$ cat src/rtl/ce_prescaler.sv
// Purpose : programmable clock-enable generator; one-cycle CE pulse every DIV+1 CLK cycles.
// Latency : CE rises the cycle after the edge that samples terminal count; all outputs registered.
// Backpres: ENABLE=0 freezes the counter and forces CE=0; CALIB=1 slips the phase by one cycle.
//
// Ports:
//   CLK     - rising-edge clock
//   RESETN  - asynchronous active-low reset, clears all state immediately
//   ENABLE  - run/hold; low freezes the counter and holds CE at 0
//   DIV     - new divide value (period = DIV+1), captured on LOAD
//   LOAD    - single-cycle strobe capturing DIV into the shadow register
//   CALIB   - phase slip; each high cycle delays the next CE by one cycle
//   CE      - registered enable pulse for DFFCE CE pins
//   PHASE   - current counter value (registered)
//   PENDING - high while a loaded DIV has not yet taken effect
module ce_prescaler #(
  parameter int DIV_W    = 8,
  parameter int DIV_INIT = 3
) (
  input  logic             CLK,
  input  logic             RESETN,
  input  logic             ENABLE,
  input  logic [DIV_W-1:0] DIV,
  input  logic             LOAD,
  input  logic             CALIB,
  output logic             CE,
  output logic [DIV_W-1:0] PHASE,
  output logic             PENDING
);

  localparam logic [DIV_W-1:0] DIV_RST = DIV_W'(DIV_INIT);
  localparam logic [DIV_W-1:0] CNT_ONE = DIV_W'(1);

  logic [DIV_W-1:0] cnt_q, cnt_d;
  logic [DIV_W-1:0] div_act_q, div_act_d;
  logic [DIV_W-1:0] div_shadow_q, div_shadow_d;
  logic             pending_q, pending_d;
  logic             ce_q, ce_d;
  logic             tc;

  // cnt never exceeds div_act: it wraps to 0 on equality, so no overflow path.
  assign tc = (cnt_q == div_act_q);

  always_comb begin
    cnt_d        = cnt_q;
    div_act_d    = div_act_q;
    div_shadow_d = div_shadow_q;
    pending_d    = pending_q;
    ce_d         = 1'b0;

    if (ENABLE && !CALIB) begin
      if (tc) begin
        cnt_d = '0;
        ce_d  = 1'b1;
        // Swap only at a period boundary so the period in progress is never altered.
        if (pending_q) begin
          div_act_d = div_shadow_q;
          pending_d = 1'b0;
        end
      end else begin
        cnt_d = cnt_q + CNT_ONE;
      end
    end

    // LOAD is captured regardless of ENABLE/CALIB. A LOAD on the same edge as a
    // swap overrides the pending clear, so the new value applies one period later
    // while the swap above still uses the old shadow contents.
    if (LOAD) begin
      div_shadow_d = DIV;
      pending_d    = 1'b1;
    end
  end

  always_ff @(posedge CLK or negedge RESETN) begin
    if (!RESETN) begin
      cnt_q        <= '0;
      div_act_q    <= DIV_RST;
      div_shadow_q <= DIV_RST;
      pending_q    <= 1'b0;
      ce_q         <= 1'b0;
    end else begin
      cnt_q        <= cnt_d;
      div_act_q    <= div_act_d;
      div_shadow_q <= div_shadow_d;
      pending_q    <= pending_d;
      ce_q         <= ce_d;
    end
  end

  assign CE      = ce_q;
  assign PHASE   = cnt_q;
  assign PENDING = pending_q;

endmodule

$ cat config.mk
export PLATFORM = sky130hd
export DESIGN_NAME = ce_prescaler
export DESIGN_NICKNAME = d
export VERILOG_FILES = /design/src/rtl/ce_prescaler.sv
export SDC_FILE = /design/constraint.sdc
export NUM_CORES = 1
export LEC_CHECK = 0
export CELL_PAD_IN_SITES_DETAIL_PLACEMENT = 1
export CELL_PAD_IN_SITES_GLOBAL_PLACEMENT = 2
export CORE_AREA = 2 2 60 62
export CTS_BUF_LIST = sky130_fd_sc_hd__clkbuf_2
export CTS_CLUSTER_SIZE = 14
export DETAILED_ROUTE_END_ITERATION = 10
export DIE_AREA = 0 0 62 64
export PLACE_DENSITY = 0.82
export SETUP_SLACK_MARGIN = 0.5
export SYNTH_ARGS = -nofsm -noshare
export SYNTH_HDL_FRONTEND = slang
export SYNTH_SLANG_ARGS = --single-unit
$ cat constraint.sdc
create_clock -name CLK -period 5.4 [get_ports CLK]
set_input_delay 1.08 -clock CLK [delete_from_list [all_inputs] [get_ports CLK]]
set_output_delay 1.08 -clock CLK [all_outputs]
set_load 0.01 [all_outputs]
# ---- Word level (Yosys, flattened, before mapping)
# Index checks and enable logic that the tools add are counted.
dict set report classes {
  bitwise 0
  eq_ne 1
  magnitude_cmp 0
  n_mux 6
  n_div 0
  addsub 1
  shift 0
  reduce_logical 6
  mul 0
}
# op count
set ops {}
lappend ops {{8-bit by 1-bit adder with 8-bit output, second input constant} 1}
lappend ops {{8-bit == test} 1}
lappend ops {{8-bit two-way mux} 1}
lappend ops {{1-bit two-way mux} 5}
lappend ops {{2-bit nonzero test} 2}
lappend ops {{3-bit AND reduction} 1}
lappend ops {{2-bit AND reduction} 1}
lappend ops {{1-bit logical AND} 1}
lappend ops {{1-bit zero test} 1}
dict set report totals {
  mem_bits_ro 0
  input_bits 13
  latchBits 0
  regBits 26
  memories 0
  ram_bits 0
}

# ---- Logic depth before layout (Yosys ltp)
# Gate-level depths: netlist of run 1.
dict set report logic_depth {
  depth_word 4
  mapped_depth 5
  depth_no_buf 5
}

# ---- Least setup slack after synthesis of run 1
# Ideal clock, no wire load.
dict set report synth_timing {
  kind {input-to-reg}
  from {input ENABLE}
  to {register div_act_q[2]}
  stages 5
  t_required_ns 5.275
  slack_ns 3.070
  arrival_ns 2.205
  cell_sequence {nor2b_1 > nand3_1 > or4_1 > buf_6 > mux2_4}
}
dict set report synth_via {
  elab_chain_len 2
}
# item line
set synth_lines {}
lappend synth_lines {{start: declaration} 21} ;# input logic ENABLE,
lappend synth_lines {{1-bit logical AND} 50} ;# if (ENABLE && !CALIB) begin
lappend synth_lines {{3-bit AND reduction (no line)} n/a}
lappend synth_lines {{end signal: assignment} 82} ;# div_act_q <= div_act_d;
lappend synth_lines {{end: declaration} 34} ;# logic [DIV_W-1:0] div_act_q, div_act_d;
# No other way between the ends.
# A chain may end at the register's enable or synchronous reset.

# ---- Worst setup path in the final report of run 1
dict set report layout_timing {
  from {input ENABLE}
  to {register div_act_q[6]}
}
# Same word-level chain as after synthesis.

==> impl_metrics.ini, run 1 <==
[synthesis]
ys_warn_count = 0
seq_area_frac_synth = 0.549
synth-seq-cells = 26
syn_area_per_cell_sq_um = 12.4
synth-edff-count = 0
ys_async_sr_fraction = 1.00
syn-num-nets = 110
syn-cell-area_sq_mm = 0.00119
yosys_most_used_dff = dfrtp_1
synth_top_cell_by_area = dfrtp_1
yosys-top-cells-area = dfrtp_1 46%, mux2_4 10%, xnor2_1 9.5%, dfstp_2 8.8%, mux2_2 7.5%
syn_inst = 96
yosysUniqueCellTypes = 23
yosys.area.top_type_share = 0.461

[route]
drtIter0Drc = 24
drtAntennaViolNets = 0
firstDrtPassIters = 4
via_count = 769
remaining_drc_errors = 0
wl_per_cell_um = 13.9
wirelength_mm = 2.30
vias_per_cell = 4.63

[critical_path]
worst_setup_path_end_kind = register
reg2reg_depth = 4
cp_max_fo = 8
critPathMaxStageDelay_ns = 0.67
arrival_ns = 3.04
crit_buf_inv = 1
crit_end = div_act_q[6]
r2r_slack_ns = 3.22
crit_type = primary input to register
slowest_stage = or4_1
crit_start = ENABLE
rr_endpoint = div_act_q[6]
cp.depth = 5
cp.required_ns = 5.64
timing.rr.start = div_act_q[1]
cp_top_family = simple AND/OR/NAND/NOR gates
worstPathCellList = clkdlybuf4s50_1 > nor2b_1 > nand3_1 > or4_1 > mux2_4
start_kind = primary input

[final_layout]
area_delta_synth_final_pct = 23.6
design_area_sq_mm = 0.00148
nets = 135
antenna_cells = 0
drive_above_1_share = 0.192
layout_common_cells = 22 x dfrtp_1, 22 x clkdlybuf4s50_1, 13 x xnor2_1

[global_route]
first_global_vias = 826
antenna_found_initial = 0
grt-ovfl-total = 0
track_usage = 0.131
grt_start_max_net_pins = 27
grt_pass1_wl_mm = 3.85

[pwr]
power.total_uw = 604
p_leak_uw = 0.000622
p_per_area_mw_per_mm2 = 409
peakVddDrop_mv = 0.147

[floorplanning]
core_area_sq_mm = 0.00328
die_y_um = 64
dieArea_sq_mm = 0.00397
start_util = 0.363
ioPinCount = 23
dieWidth_um = 62
row_count = 21

[job]
maxCapViolations = 0

[sta]
finClkSkew_ns = 0.0156
setup_violations = 0
period_share = 0.517
worst_slew_pin_slew_ns = 1.13
holdWs_ns = 0.538
slew_headroom = 0.241
postLayoutSetupSlackWorst_ns = 2.61
tns_ns = 0
hold_viol = 0
slew_violations = 0
rsz0062_at_grt = no
max_freq_mhz = 358
fin_crit_ns = 2.79

[placed_design]
dp_hpwl_mm = 1.79
gp_congestion = 0.776
preCtsSetupSlack_ns = 2.25
postPlaceCellArea_sq_mm = 0.00146
portBuffers = 22

[clock_network]
cts_tree = yes
cts.reportedPaths.clkPinSlew_ns = 0.22
clock_path_buffers = 2
cts.repair.resized = 0
ctsHoldBuffers = 0
cts_setup_buffers = 0
clock_latency_ns = 0.34
root_buffer = clkbuf_2
cts_sinks = 26
htree_levels = 1
numCtsBuffers = 3

[worst_hold_path]
hold_class = register to register

[run_status]
outcome = finished clean
per-layer routing:
metal | GRT usage | part of all wire
met5 | 0 | 0
met4 | 0.0479 | 0.012
met3 | 0.0182 | 0.031
met2 | 0.217 | 0.51
met1 | 0.169 | 0.45
cell type report:
type                       instances  area (sq um)
clock buffer                       3          15.0
clock inverter                     1          3.75
fill                             372          1810
inverter                           1          3.75
multi-input combinational         67           519
sequential                        26           656
tap                               46          57.6
timing repair buffer              22           220
kinds of logic (layout without fill, tap and decap cells):
family	count (synthesis)	in the layout	synth area share
AO/OA/AOI/OAI	4	4	0.0220
XOR/XNOR	13	13	0.0954
adder cells (fa/ha/maj)	1	1	0.0105
buffers and inverters	3	27	0.0157
flip-flops	26	26	0.549
multiplexers	16	16	0.176
AND/OR/NAND/NOR	33	33	0.131
flip-flops by register name (all words and copies together) (netlist names):
signal and cells:
PHASE 8, div_act_q 8, div_shadow_q 8, PENDING 1, CE 1
per-stage QoR:
step | utilization | std cells
after floorplan | - | 96
after global placement | 0.443 | 162
after detailed placement | 0.443 | 162
after CTS | 0.449 | 166
after global routing | 0.449 | 166
final | 0.449 | 166
Yosys cell counts (2+ instances only):
| cell type | n |
|---|---|
| nand2b_1 | 2 |
| mux2_4 | 8 |
| xnor2_1 | 13 |
| nor3_1 | 4 |
| o21ai_0 | 2 |
| nor2_1 | 7 |
| nand2_1 | 12 |
| dfstp_2 | 4 |
| mux2_2 | 8 |
| nor2b_1 | 2 |
| dfrtp_1 | 22 |
power breakdown:
group	switching [uW]	total (uW)	internal (uW)
clock network	54.1	70.2	16.1
logic	88.7	223	134
registers	56.7	311	254
total	199	604	404
how the worst min path moves through the flow:
| stage | start | endpoint | slack (ns) | depth (start not counted) |
|---|---|---|---|---|
| 6_report | div_shadow_q[5] | div_act_q[5] | 0.54 | 1 |
| 5_1_grt | div_shadow_q[2] | div_act_q[2] | 0.56 | 1 |
| 4_1_cts | div_shadow_q[3] | div_act_q[3] | 0.55 | 1 |
| 3_5_place_dp | div_shadow_q[3] | div_act_q[3] | 0.50 | 1 |
| 3_3_place_gp | div_shadow_q[2] | div_act_q[2] | 0.49 | 1 |
| 2_1_floorplan | div_shadow_q[2] | div_act_q[2] | 0.48 | 1 |
(Power assumes the default switching activity.)
==> run 2, diff against run 1 <==
CORE_AREA = 2 2 65 67   (was 2 2 60 62)
DIE_AREA = 0 0 67 69   (was 0 0 62 64)
PLACE_DENSITY = 0.74   (was 0.82)
clock period = 2.4 ns   (was 5.4 ns; I/O delays follow)
==> run 2 against run 1 <==
  * Non-clock buffer count up 20
  * Wire length up 9.0%
  * Via count up 11%
  * Largest cell class unchanged
  * Critical path depth unchanged
==> impl_metrics.ini, run 2 (same netlist as run 1, synthesis figures left out) <==
[run_status]
outcome = finished clean

[final_layout]
mostFrequentLayoutCell = buf_4
fill_cells = 436
drive_above_1_share = 0.371
antenna_cells = 0
area_delta_synth_final_pct = 41.3
nets = 155
layout_common_cells = 19 x buf_4, 18 x dfrtp_1, 14 x clkdlybuf4s50_1

[clock_network]
ctsHoldBuffers = 0
cts_sinks = 26
root_buffer = clkbuf_2
clock_latency_ns = 0.36
cts_tree = yes
numCtsBuffers = 3
htree_levels = 1
clock_path_buffers = 2
cts.reportedPaths.clkPinSlew_ns = 0.27

[sta]
setup_violations = 0
finClkSkew_ns = 0.0319
tns_ns = 0
slew_headroom = 0.756
fin_crit_ns = 1.87
worst_slew_pin_slew_ns = 0.365
hold_viol = 0
slew_violations = 0
max_freq_mhz = 534
rsz0062_at_grt = yes
period_share = 0.781

[route]
via_count = 853
drtAntennaViolNets = 0
firstDrtPassIters = 3
wirelength_mm = 2.51
wl_per_cell_um = 13.2
remaining_drc_errors = 0
drtIter0Drc = 31
vias_per_cell = 4.49

[critical_path]
worst_setup_path_end_kind = register
crit_type = register to register
start_kind = register
cp.required_ns = 2.65
arrival_ns = 2.12
cp_max_fo = 8

[floorplanning]
core_area_sq_mm = 0.00391
dieWidth_um = 67
die_y_um = 69
ioPinCount = 23
start_util = 0.305
dieArea_sq_mm = 0.00462
row_count = 23

[placed_design]
gp_congestion = 0.768
dp_hpwl_mm = 1.83
portBuffers = 22

[pwr]
peakVddDrop_mv = 0.359
p_leak_uw = 0.000825
p_per_area_mw_per_mm2 = 924
power.total_uw = 1560

[job]
maxCapViolations = 0

[global_route]
antenna_found_initial = 0
first_global_vias = 907
track_usage = 0.125
grt_pass1_wl_mm = 4.39
grt-ovfl-total = 0
grt_start_max_net_pins = 27

[worst_hold_path]
hold_class = primary input to asynchronous set/reset pin
-- run 2: changes by cell type in the layout (fill, tap and decap cells not counted), sizes merged --
cell | previous run | this run
dlygate4sd2 | 0 | 2
dlymetal6s2s | 0 | 6
buf | 0 | 20
clkdlybuf4s50 | 22 | 14
-- run 2: power by group --
part	internal (uW)	leakage (uW)	switching, uW
registers	576	0.000308	107
clock network	36.2	0.0000140	132
logic	449	0.000503	258
total	1060	0.000825	497
-- run 2: per-layer routing --
metal / vias up / global-route usage / part of all wire
li1: 415 / - / -
met1: 422 / 0.155 / 0.43
met2: 14 / 0.208 / 0.52
met3: 2 / 0.0245 / 0.042
met4: 0 / 0.0476 / 0.0072
met5: - / 0 / 0
-- run 2: timing repair --
item / in CTS / in global routing
gates resized for setup: 12 / 8
setup buffers: 8 / 8
pin swaps: 2 / 3
gates cloned: 0 / 0
endpoints found under the setup margin: 15 / 14
-- run 2: cell type report --
cell class	count	area, sq um	area share
clock buffer	3	15.0	0.00890
clock inverter	1	3.75	0.00223
inverter	1	3.75	0.00223
multi-input combinational	67	551	0.326
sequential	26	661	0.392
tap	50	62.6	0.0371
timing repair buffer	42	390	0.231
-- run 2: critical path, cell delays in order (launching register included) --
cell     delay, ns
dfrtp_1       0.47
xnor2_2       0.20
nand3_2       0.10
or4_4         0.53
buf_8         0.16
mux2_4        0.30
-- run 2: path summary, 6_finish.rpt --
path,from,slack (ns),to,depth (start not counted)
setup / recovery,div_act_q[4],0.53,div_act_q[5],5
hold / removal,RESETN,0.43,div_shadow_q[2],2
setup reg to reg,div_act_q[4],0.53,div_act_q[5],5
hold reg to reg,div_shadow_q[6],0.54,div_act_q[6],1
max in group asynchronous,RESETN,1.68,PHASE[4],2
min in group CLK,div_shadow_q[6],0.54,div_act_q[6],1
-- run 2: stage by stage --
stage / worst slack [ns] / utilization / instance area [sq um] / hold WS [ns] / std cells
final: 0.526 / 0.431 / 1690 / 0.427 / 190
after global routing: 0.484 / 0.431 / 1690 / 0.426 / 190
after CTS: 0.496 / 0.409 / 1600 / 0.425 / 182
after detailed placement: 0.0831 / 0.381 / 1490 / 0.498 / 170
after global placement: 0.0914 / 0.381 / 1490 / 0.497 / 170
after floorplan: 0.521 / - / 1190 / 0.184 / 96
